<file path="src/rtl/fwd_hazard_unit_pkg.sv">
// fwd_pkg: shared types and helpers for the forwarding/hazard unit.
//   fwd_sel_t : operand source encoding (RF, E, M, W)
//   fwd_rec_t : in-flight destination record {wa, tnew}
//   sat_dec   : saturating decrement used as a record ages from E to M
// Records use fixed maximum widths (REC_AW, REC_TW). Module parameters
// AW/TW must not exceed these. Narrower values are zero-extended into a record.
package fwd_pkg;

  localparam int REC_AW = 8;
  localparam int REC_TW = 4;

  typedef enum logic [1:0] {
    FWD_RF = 2'd0,
    FWD_E  = 2'd1,
    FWD_M  = 2'd2,
    FWD_W  = 2'd3
  } fwd_sel_t;

  typedef struct packed {
    logic [REC_AW-1:0] wa;
    logic [REC_TW-1:0] tnew;
  } fwd_rec_t;

  function automatic logic [REC_TW-1:0] sat_dec(input logic [REC_TW-1:0] t);
    return (t == '0) ? '0 : t - REC_TW'(1);
  endfunction

endpackage

</file>
<file path="src/rtl/fwd_hazard_unit_if.sv">
// fwd_hazard_unit_if: bundle of every signal exchanged between the pipeline
// and the forwarding/hazard unit.
//   D-stage requests : d_rs_addr, d_tuse, d_rf_data, d_wa, d_tnew, d_md
//   producer results : e_fwd_data, m_fwd_data, w_fwd_data
//   mult/div control : e_md_start, e_md_div
//   results          : fwd_data, fwd_sel, fwd_pending, stall, md_busy
// Modports:
//   master : the pipeline side (drives requests, reads results)
//   slave  : the hazard unit side
interface fwd_hazard_unit_if #(
  parameter int DW  = 32,
  parameter int NCH = 2,
  parameter int AW  = 5,
  parameter int TW  = 2
);
  logic [NCH*AW-1:0] d_rs_addr;
  logic [NCH*TW-1:0] d_tuse;
  logic [NCH*DW-1:0] d_rf_data;
  logic [AW-1:0]     d_wa;
  logic [TW-1:0]     d_tnew;
  logic              d_md;
  logic              e_md_start;
  logic              e_md_div;
  logic [DW-1:0]     e_fwd_data;
  logic [DW-1:0]     m_fwd_data;
  logic [DW-1:0]     w_fwd_data;
  logic [NCH*DW-1:0] fwd_data;
  logic [NCH*2-1:0]  fwd_sel;
  logic [NCH-1:0]    fwd_pending;
  logic              stall;
  logic              md_busy;

  modport master (
    output d_rs_addr, d_tuse, d_rf_data, d_wa, d_tnew, d_md,
    output e_md_start, e_md_div, e_fwd_data, m_fwd_data, w_fwd_data,
    input  fwd_data, fwd_sel, fwd_pending, stall, md_busy
  );

  modport slave (
    input  d_rs_addr, d_tuse, d_rf_data, d_wa, d_tnew, d_md,
    input  e_md_start, e_md_div, e_fwd_data, m_fwd_data, w_fwd_data,
    output fwd_data, fwd_sel, fwd_pending, stall, md_busy
  );

endinterface

</file>
<file path="src/rtl/fwd_hazard_unit_chan_resolve.sv">
// fwd_chan_resolve: resolves one D-stage read channel against the E/M/W
// in-flight records. Purely combinational.
//   e_rec/m_rec/w_rec : in-flight destination records
//   addr, tuse        : source register and cycles until it is consumed
//   rf_data           : register-file read data for this channel
//   e/m/w_data        : forwardable results of each stage
//   data, sel         : resolved operand and its source
//   pending           : the producer is not ready yet, but will be before use
//   stall             : the producer cannot be ready in time
module fwd_chan_resolve
  import fwd_pkg::*;
#(
  parameter int DW = 32,
  parameter int AW = 5,
  parameter int TW = 2
) (
  input  fwd_rec_t         e_rec,
  input  fwd_rec_t         m_rec,
  input  fwd_rec_t         w_rec,
  input  logic [AW-1:0]    addr,
  input  logic [TW-1:0]    tuse,
  input  logic [DW-1:0]    rf_data,
  input  logic [DW-1:0]    e_data,
  input  logic [DW-1:0]    m_data,
  input  logic [DW-1:0]    w_data,
  output logic [DW-1:0]    data,
  output fwd_sel_t         sel,
  output logic             pending,
  output logic             stall
);

  logic             hit;
  fwd_rec_t         hit_rec;
  fwd_sel_t         hit_sel;
  logic [DW-1:0]    hit_data;
  logic [REC_AW-1:0] addr_ext;

  assign addr_ext = REC_AW'(addr);

  // Youngest producer wins: E, then M, then W. Register 0 never matches,
  // which also keeps empty (wa==0) records from matching.
  always_comb begin
    hit      = 1'b0;
    hit_rec  = '0;
    hit_sel  = FWD_RF;
    hit_data = rf_data;
    if (addr_ext != '0) begin
      if (e_rec.wa == addr_ext) begin
        hit = 1'b1; hit_rec = e_rec; hit_sel = FWD_E; hit_data = e_data;
      end else if (m_rec.wa == addr_ext) begin
        hit = 1'b1; hit_rec = m_rec; hit_sel = FWD_M; hit_data = m_data;
      end else if (w_rec.wa == addr_ext) begin
        hit = 1'b1; hit_rec = w_rec; hit_sel = FWD_W; hit_data = w_data;
      end
    end
  end

  // A producer still tnew cycles away is tolerable if the consumer needs the
  // value no sooner than that; a later stage re-resolves it then.
  always_comb begin
    data    = rf_data;
    sel     = FWD_RF;
    pending = 1'b0;
    stall   = 1'b0;
    if (hit) begin
      if (hit_rec.tnew == '0) begin
        data = hit_data;
        sel  = hit_sel;
      end else if (hit_rec.tnew <= REC_TW'(tuse)) begin
        pending = 1'b1;
      end else begin
        stall = 1'b1;
      end
    end
  end

endmodule

</file>
<file path="src/rtl/fwd_hazard_unit.sv">
// fwd_hazard_unit: tracks destination registers in flight in E, M and W and,
// for NCH D-stage read channels, selects forwarded operands or requests a stall.
//   clk, reset_n : clock and asynchronous active-low reset
//   bus          : fwd_hazard_unit_if.slave (requests in, operands/stall out)
// Optional feature, macro FWD_MD_STALL_EN: a mult/div busy counter that stalls
// any D instruction using the mult/div unit while it is busy or starting.
// Without the macro md_busy is 0 and d_md/e_md_start/e_md_div are ignored.
module fwd_hazard_unit
  import fwd_pkg::*;
#(
  parameter int DW       = 32,
  parameter int NCH      = 2,
  parameter int AW       = 5,
  parameter int TW       = 2,
  parameter int MULT_LAT = 5,
  parameter int DIV_LAT  = 10
) (
  input logic              clk,
  input logic              reset_n,
  fwd_hazard_unit_if.slave bus
);

  fwd_rec_t       e_rec, m_rec, w_rec;
  logic [DW-1:0]  ch_data    [NCH];
  fwd_sel_t       ch_sel     [NCH];
  logic           ch_pending [NCH];
  logic           ch_stall   [NCH];
  logic           chan_stall;
  logic           md_stall;
  logic           md_busy_int;
  logic           stall_int;

  // Records age one stage per clock. A stalled D instruction is replaced by
  // a bubble in E; anything reaching W is by definition already produced.
  always_ff @(posedge clk or negedge reset_n) begin
    if (!reset_n) begin
      e_rec <= '0;
      m_rec <= '0;
      w_rec <= '0;
    end else begin
      w_rec <= '{wa: m_rec.wa, tnew: '0};
      m_rec <= '{wa: e_rec.wa, tnew: sat_dec(e_rec.tnew)};
      if (stall_int) begin
        e_rec <= '0;
      end else begin
        e_rec <= '{wa: REC_AW'(bus.d_wa), tnew: REC_TW'(bus.d_tnew)};
      end
    end
  end

  for (genvar g = 0; g < NCH; g++) begin : g_chan
    fwd_chan_resolve #(.DW(DW), .AW(AW), .TW(TW)) u_resolve (
      .e_rec   (e_rec),
      .m_rec   (m_rec),
      .w_rec   (w_rec),
      .addr    (bus.d_rs_addr[g*AW +: AW]),
      .tuse    (bus.d_tuse[g*TW +: TW]),
      .rf_data (bus.d_rf_data[g*DW +: DW]),
      .e_data  (bus.e_fwd_data),
      .m_data  (bus.m_fwd_data),
      .w_data  (bus.w_fwd_data),
      .data    (ch_data[g]),
      .sel     (ch_sel[g]),
      .pending (ch_pending[g]),
      .stall   (ch_stall[g])
    );
  end

  // Pack per-channel results onto the flat bus vectors.
  always_comb begin
    bus.fwd_data    = '0;
    bus.fwd_sel     = '0;
    bus.fwd_pending = '0;
    chan_stall      = 1'b0;
    for (int i = 0; i < NCH; i++) begin
      bus.fwd_data[i*DW +: DW] = ch_data[i];
      bus.fwd_sel[i*2 +: 2]    = ch_sel[i];
      bus.fwd_pending[i]       = ch_pending[i];
      chan_stall               = chan_stall | ch_stall[i];
    end
  end

`ifdef FWD_MD_STALL_EN
  localparam int CW = $clog2(DIV_LAT + 1);
  logic [CW-1:0] md_cnt;

  // A start (even while busy) reloads the full latency; otherwise count down.
  always_ff @(posedge clk or negedge reset_n) begin
    if (!reset_n) begin
      md_cnt <= '0;
    end else if (bus.e_md_start) begin
      md_cnt <= bus.e_md_div ? CW'(DIV_LAT) : CW'(MULT_LAT);
    end else if (md_cnt != '0) begin
      md_cnt <= md_cnt - CW'(1);
    end
  end

  assign md_busy_int = (md_cnt != '0);
  assign md_stall    = bus.d_md & (md_busy_int | bus.e_md_start);
`else
  localparam int unused_lat = MULT_LAT + DIV_LAT;
  logic unused_md;
  assign unused_md   = ^{bus.d_md, bus.e_md_start, bus.e_md_div};
  assign md_busy_int = 1'b0;
  assign md_stall    = 1'b0;
`endif

  // Gated by reset_n so stall drops at once when reset asserts, even if the
  // mult/div start input is still high.
  assign stall_int   = reset_n & (chan_stall | md_stall);
  assign bus.stall   = stall_int;
  assign bus.md_busy = md_busy_int;

endmodule
</file>
<file path="src/flat_wrapper.sv">
// flat-port wrapper written by rule: the top's interface ports become plain ports
module fwd_hazard_unit_flat import fwd_pkg::*;
#(
  parameter int DW       = 32,
  parameter int NCH      = 2,
  parameter int AW       = 5,
  parameter int TW       = 2,
  parameter int MULT_LAT = 5,
  parameter int DIV_LAT  = 10
)
  (clk, reset_n, bus_d_rs_addr, bus_d_tuse, bus_d_rf_data, bus_d_wa, bus_d_tnew, bus_d_md, bus_e_md_start, bus_e_md_div, bus_e_fwd_data, bus_m_fwd_data, bus_w_fwd_data, bus_fwd_data, bus_fwd_sel, bus_fwd_pending, bus_stall, bus_md_busy);
  fwd_hazard_unit_if #(.DW(DW), .NCH(NCH), .AW(AW), .TW(TW)) bus_i ();
  input logic clk;
  input logic reset_n;
  input wire logic [$bits(bus_i.d_rs_addr)-1:0] bus_d_rs_addr;
  input wire logic [$bits(bus_i.d_tuse)-1:0] bus_d_tuse;
  input wire logic [$bits(bus_i.d_rf_data)-1:0] bus_d_rf_data;
  input wire logic [$bits(bus_i.d_wa)-1:0] bus_d_wa;
  input wire logic [$bits(bus_i.d_tnew)-1:0] bus_d_tnew;
  input wire logic [$bits(bus_i.d_md)-1:0] bus_d_md;
  input wire logic [$bits(bus_i.e_md_start)-1:0] bus_e_md_start;
  input wire logic [$bits(bus_i.e_md_div)-1:0] bus_e_md_div;
  input wire logic [$bits(bus_i.e_fwd_data)-1:0] bus_e_fwd_data;
  input wire logic [$bits(bus_i.m_fwd_data)-1:0] bus_m_fwd_data;
  input wire logic [$bits(bus_i.w_fwd_data)-1:0] bus_w_fwd_data;
  output wire logic [$bits(bus_i.fwd_data)-1:0] bus_fwd_data;
  output wire logic [$bits(bus_i.fwd_sel)-1:0] bus_fwd_sel;
  output wire logic [$bits(bus_i.fwd_pending)-1:0] bus_fwd_pending;
  output wire logic [$bits(bus_i.stall)-1:0] bus_stall;
  output wire logic [$bits(bus_i.md_busy)-1:0] bus_md_busy;
  assign bus_i.d_rs_addr = bus_d_rs_addr;
  assign bus_i.d_tuse = bus_d_tuse;
  assign bus_i.d_rf_data = bus_d_rf_data;
  assign bus_i.d_wa = bus_d_wa;
  assign bus_i.d_tnew = bus_d_tnew;
  assign bus_i.d_md = bus_d_md;
  assign bus_i.e_md_start = bus_e_md_start;
  assign bus_i.e_md_div = bus_e_md_div;
  assign bus_i.e_fwd_data = bus_e_fwd_data;
  assign bus_i.m_fwd_data = bus_m_fwd_data;
  assign bus_i.w_fwd_data = bus_w_fwd_data;
  assign bus_fwd_data = bus_i.fwd_data;
  assign bus_fwd_sel = bus_i.fwd_sel;
  assign bus_fwd_pending = bus_i.fwd_pending;
  assign bus_stall = bus_i.stall;
  assign bus_md_busy = bus_i.md_busy;
  fwd_hazard_unit #(.DW(DW), .NCH(NCH), .AW(AW), .TW(TW), .MULT_LAT(MULT_LAT), .DIV_LAT(DIV_LAT)) u_core (.clk(clk), .reset_n(reset_n), .bus(bus_i));
endmodule
</file>
<file path="config.mk">
export PLATFORM = sky130hd
export DESIGN_NAME = fwd_hazard_unit_flat
export DESIGN_NICKNAME = d
export VERILOG_FILES = /design/src/rtl/fwd_hazard_unit_pkg.sv /design/src/rtl/fwd_hazard_unit_if.sv /design/src/rtl/fwd_hazard_unit_chan_resolve.sv /design/src/rtl/fwd_hazard_unit.sv /design/src/flat_wrapper.sv
export SDC_FILE = /design/constraint.sdc
export NUM_CORES = 1
export LEC_CHECK = 0
export ABC_AREA = 0
export CORE_UTILIZATION = 41
export CTS_CLUSTER_DIAMETER = 100
export DETAILED_ROUTE_END_ITERATION = 10
export PLACE_DENSITY = 0.83
export SETUP_SLACK_MARGIN = 0.5
export SYNTH_ARGS = -nofsm -noshare
export SYNTH_HDL_FRONTEND = slang
export SYNTH_SLANG_ARGS = --single-unit
export TNS_END_PERCENT = 30
</file>
<file path="constraint.sdc">
create_clock -name clk -period 6.45 [get_ports clk]
set_clock_uncertainty 0.05 [all_clocks]
set_input_delay 1.29 -clock clk [delete_from_list [all_inputs] [get_ports clk]]
set_output_delay 1.29 -clock clk [all_outputs]
set_load 0.005 [all_outputs]
</file>
==> impl_metrics.yaml <==
status:
  status: "complete, but fails checks"
  violations: "DRC"
placement:
  hpwl_um: 14500
  place_ws_ps: 241
  port_buffers: 253
  gp_congestion: 0.886
critical_path:
  crit_arrival_ps: 4430
  crit_chain: "clkdlybuf4s50_1 -> xnor2_1 -> and2_4 -> a211oi_1 -> o311a_4 -> mux2_2 -> clkdlybuf4s50_1"
  cp_data_required_time_ps: 5110
  cp_top_family: "compound AO/OA/AOI/OAI gates"
  cp_slowest_stage_delay_ps: 680
  crit_fanout: 33
  timing.rr.start: "u_core.e_rec[4]$_DFF_PN0_"
  worstSetupStartpoint: "bus_d_rs_addr[4]"
  slowest_stage: "o311a_4"
  endpoint_kind: "output pin"
  worstSetupPathType: "in2out"
  worst_setup_path_start_kind: "input pin"
  crit_top_cell: "clkdlybuf4s50_1"
  cp_num_buf_inv: 2
floorplanning:
  ios: 258
  dieWidth_um: 111
  die_h_um: 111
  core-area_um2: 11600
  die-area_um2: 12400
  initial_core_util: 0.425
  rows: 39
grt:
  antenna_found_initial: 0
  grt_remaining_overflow: 0
  grt_max_degree: 48
  grt_pass1_wl_um: 33200
  grtUsageTotal: 0.325
  grt_pass1_vias: 6586
synth:
  synth_ff_type: "dfrtp_1"
  synth_area_um2: 4910
  netlist_instances: 650
  synth-edff-count: 0
  yosys_warnings: 0
  async_reset_ff_frac: 1.00
  synth-seq-cells: 20
  synth_cell_type_count: 43
  synth.yosys.seq_area_share: 0.102
  avgSynthCellArea_um2: 7.56
routing:
  final_antenna_net_count: 0
  viasPerCell: 6.34
  met1_length_um: 7900
  drt-initial-drc-count: 656
  remaining_drc_errors: 20
  routed-via-count: 6294
  avgRoutedWirePerCell_um: 21.1
  drt_wl_total_um: 20900
  first_pass_iters: 8
  wl_met2_um: 10200
  wl_met3_um: 1850
  top_layer: "met4"
layout:
  diodes: 0
  fillers: 957
  layout.nets: 1040
  syn_to_final_growth_pct: 55.5
  drive_gt1_frac: 0.138
cts:
  clk_pin_slew_ps: 60
  cts_tree: "done"
  cts.path.max_buffers: 2
  cts_sinks: 20
  cts-buffers-inserted: 3
  cts_max_level: 1
  root_buffer: "clkbuf_16"
  hold_buffers: 0
  clock_latency_ps: 260
sta:
  fin_crit_sh: 0.895
  setup-violations-final: 0
  worst_pin_slew_ps: 675
  setup_tns_ps: 0
  period_minus_slack_ps: 5770
  hold_viol_final: 0
  grt_setup_unrepaired: "no"
  fmax_ghz: 0.173
  fin_ws_ps: 675
  relSlewSlack: 0.547
  drv_slew: 0
job:
  drv_cap: 0
power_and_ir_drop:
  vdd_drop_max_uv: 152
  p_per_area_nw_per_um2: 116
  leakagePower_nw: 3.07
hold_path:
  holdCritPathClass: "reg2reg"
  hold_start: "u_core.m_rec[8]$_DFF_PN0_"
-- Yosys cell counts, drive strengths merged, types with 8 or more instances --
cell / instances / area [um^2]
o31a: 60 / 526
xnor2: 15 / 131
inv: 50 / 188
buf: 32 / 206
xor2: 15 / 131
nand3: 130 / 651
nand2: 8 / 30.0
a211oi: 58 / 435
and3: 68 / 425
mux2: 60 / 878
clkbuf: 51 / 191
nor2: 12 / 45.0
a2111oi: 8 / 70.1
dfrtp: 20 / 500
-- per-layer routing --
| metal | track usage | up-vias |
|---|---|---|
| li1 | - | 2835 |
| met1 | 0.389 | 2951 |
| met2 | 0.572 | 428 |
| met3 | 0.0392 | 80 |
| met4 | 0.166 | 0 |
| met5 | 0 | - |
-- layout by cell type, fill, tap and decap left out, drive strengths merged, types with 7 or more instances in the layout --
| cell type | instances |
|---|---|
| a2111oi | 8 |
| a211oi | 58 |
| a311oi | 7 |
| and3 | 68 |
| buf | 24 |
| clkbuf | 7 |
| clkdlybuf4s50 | 248 |
| dfrtp | 20 |
| inv | 50 |
| mux2 | 60 |
| nand2 | 8 |
| nand3 | 130 |
| nor2 | 12 |
| nor3 | 7 |
| o31a | 60 |
| o31ai | 7 |
| xnor2 | 15 |
| xor2 | 15 |
-- where the power goes --
group	internal (W)	switching, W	total [W]
combinational	0.000297	0.000272	0.000569
sequential	0.000133	0.00000990	0.000143
clock	0.000123	0.0000481	0.000171
total	0.000553	0.000330	0.000884
-- repair_timing --
action / in CTS / in global routing
buffers inserted: 0 / 2
pin swaps: 0 / 3
resized for setup: 9 / 17
setup endpoints to repair: 54 / 34
-- final timing paths --
check / cells after the start / end / slack (ps)
hold / removal: 0 / u_core.w_rec[8]$_DFF_PN0_ / 390
setup / recovery: 7 / bus_fwd_data[31] / 680
max in group asynchronous: 2 / u_core.w_rec[6]$_DFF_PN0_ / 4740
setup reg to reg: 12 / u_core.e_rec[4]$_DFF_PN0_ / 3330
min in group asynchronous: 2 / u_core.e_rec[1]$_DFF_PN0_ / 1360
hold reg to reg: 0 / u_core.w_rec[8]$_DFF_PN0_ / 390
-- state kept, by name, indices dropped and copies added (netlist names) --
name          count
u_core.m_rec      8
u_core.e_rec      7
u_core.w_rec      5
-- cells by family after synthesis --
group,count (synthesis),synth area share
AND/OR/NAND/NOR,239,0.263
XOR/XNOR,30,0.0535
buffers and inverters,133,0.119
multiplexers,65,0.189
flip-flops,20,0.102
adder cells (fa/ha/maj),4,0.0102
other,1,0.000763
AO/OA/AOI/OAI,158,0.262
-- stage by stage --
| stage | std cells | cell area (um^2) | total power [W] | utilization | hold slack (ps) |
|---|---|---|---|---|---|
| finish | 992 | 7640 | 0.000884 | 0.661 | 389 |
| global route | 992 | 7640 | 0.000923 | 0.661 | 408 |
| CTS | 990 | 7610 | 0.000873 | 0.658 | 390 |
| detailed placement | 986 | 7490 | 0.000701 | 0.647 | 376 |
| global placement | 986 | 7490 | 0.000690 | 0.647 | 367 |
| floorplan | 651 | 4920 | 0.000425 | - | 359 |
-- layout make-up --
| class | count | area, um^2 | area share |
|---|---|---|---|
| multi-input combinational | 498 | 3950 | 0.517 |
| inverter | 50 | 188 | 0.0246 |
| tap | 143 | 179 | 0.0234 |
| timing repair buffer | 277 | 2720 | 0.356 |
| sequential | 20 | 500 | 0.0655 |
| clock inverter | 1 | 30.0 | 0.00393 |
| clock buffer | 3 | 75.1 | 0.00983 |
Note: power is estimated with default switching activity, not from simulation.
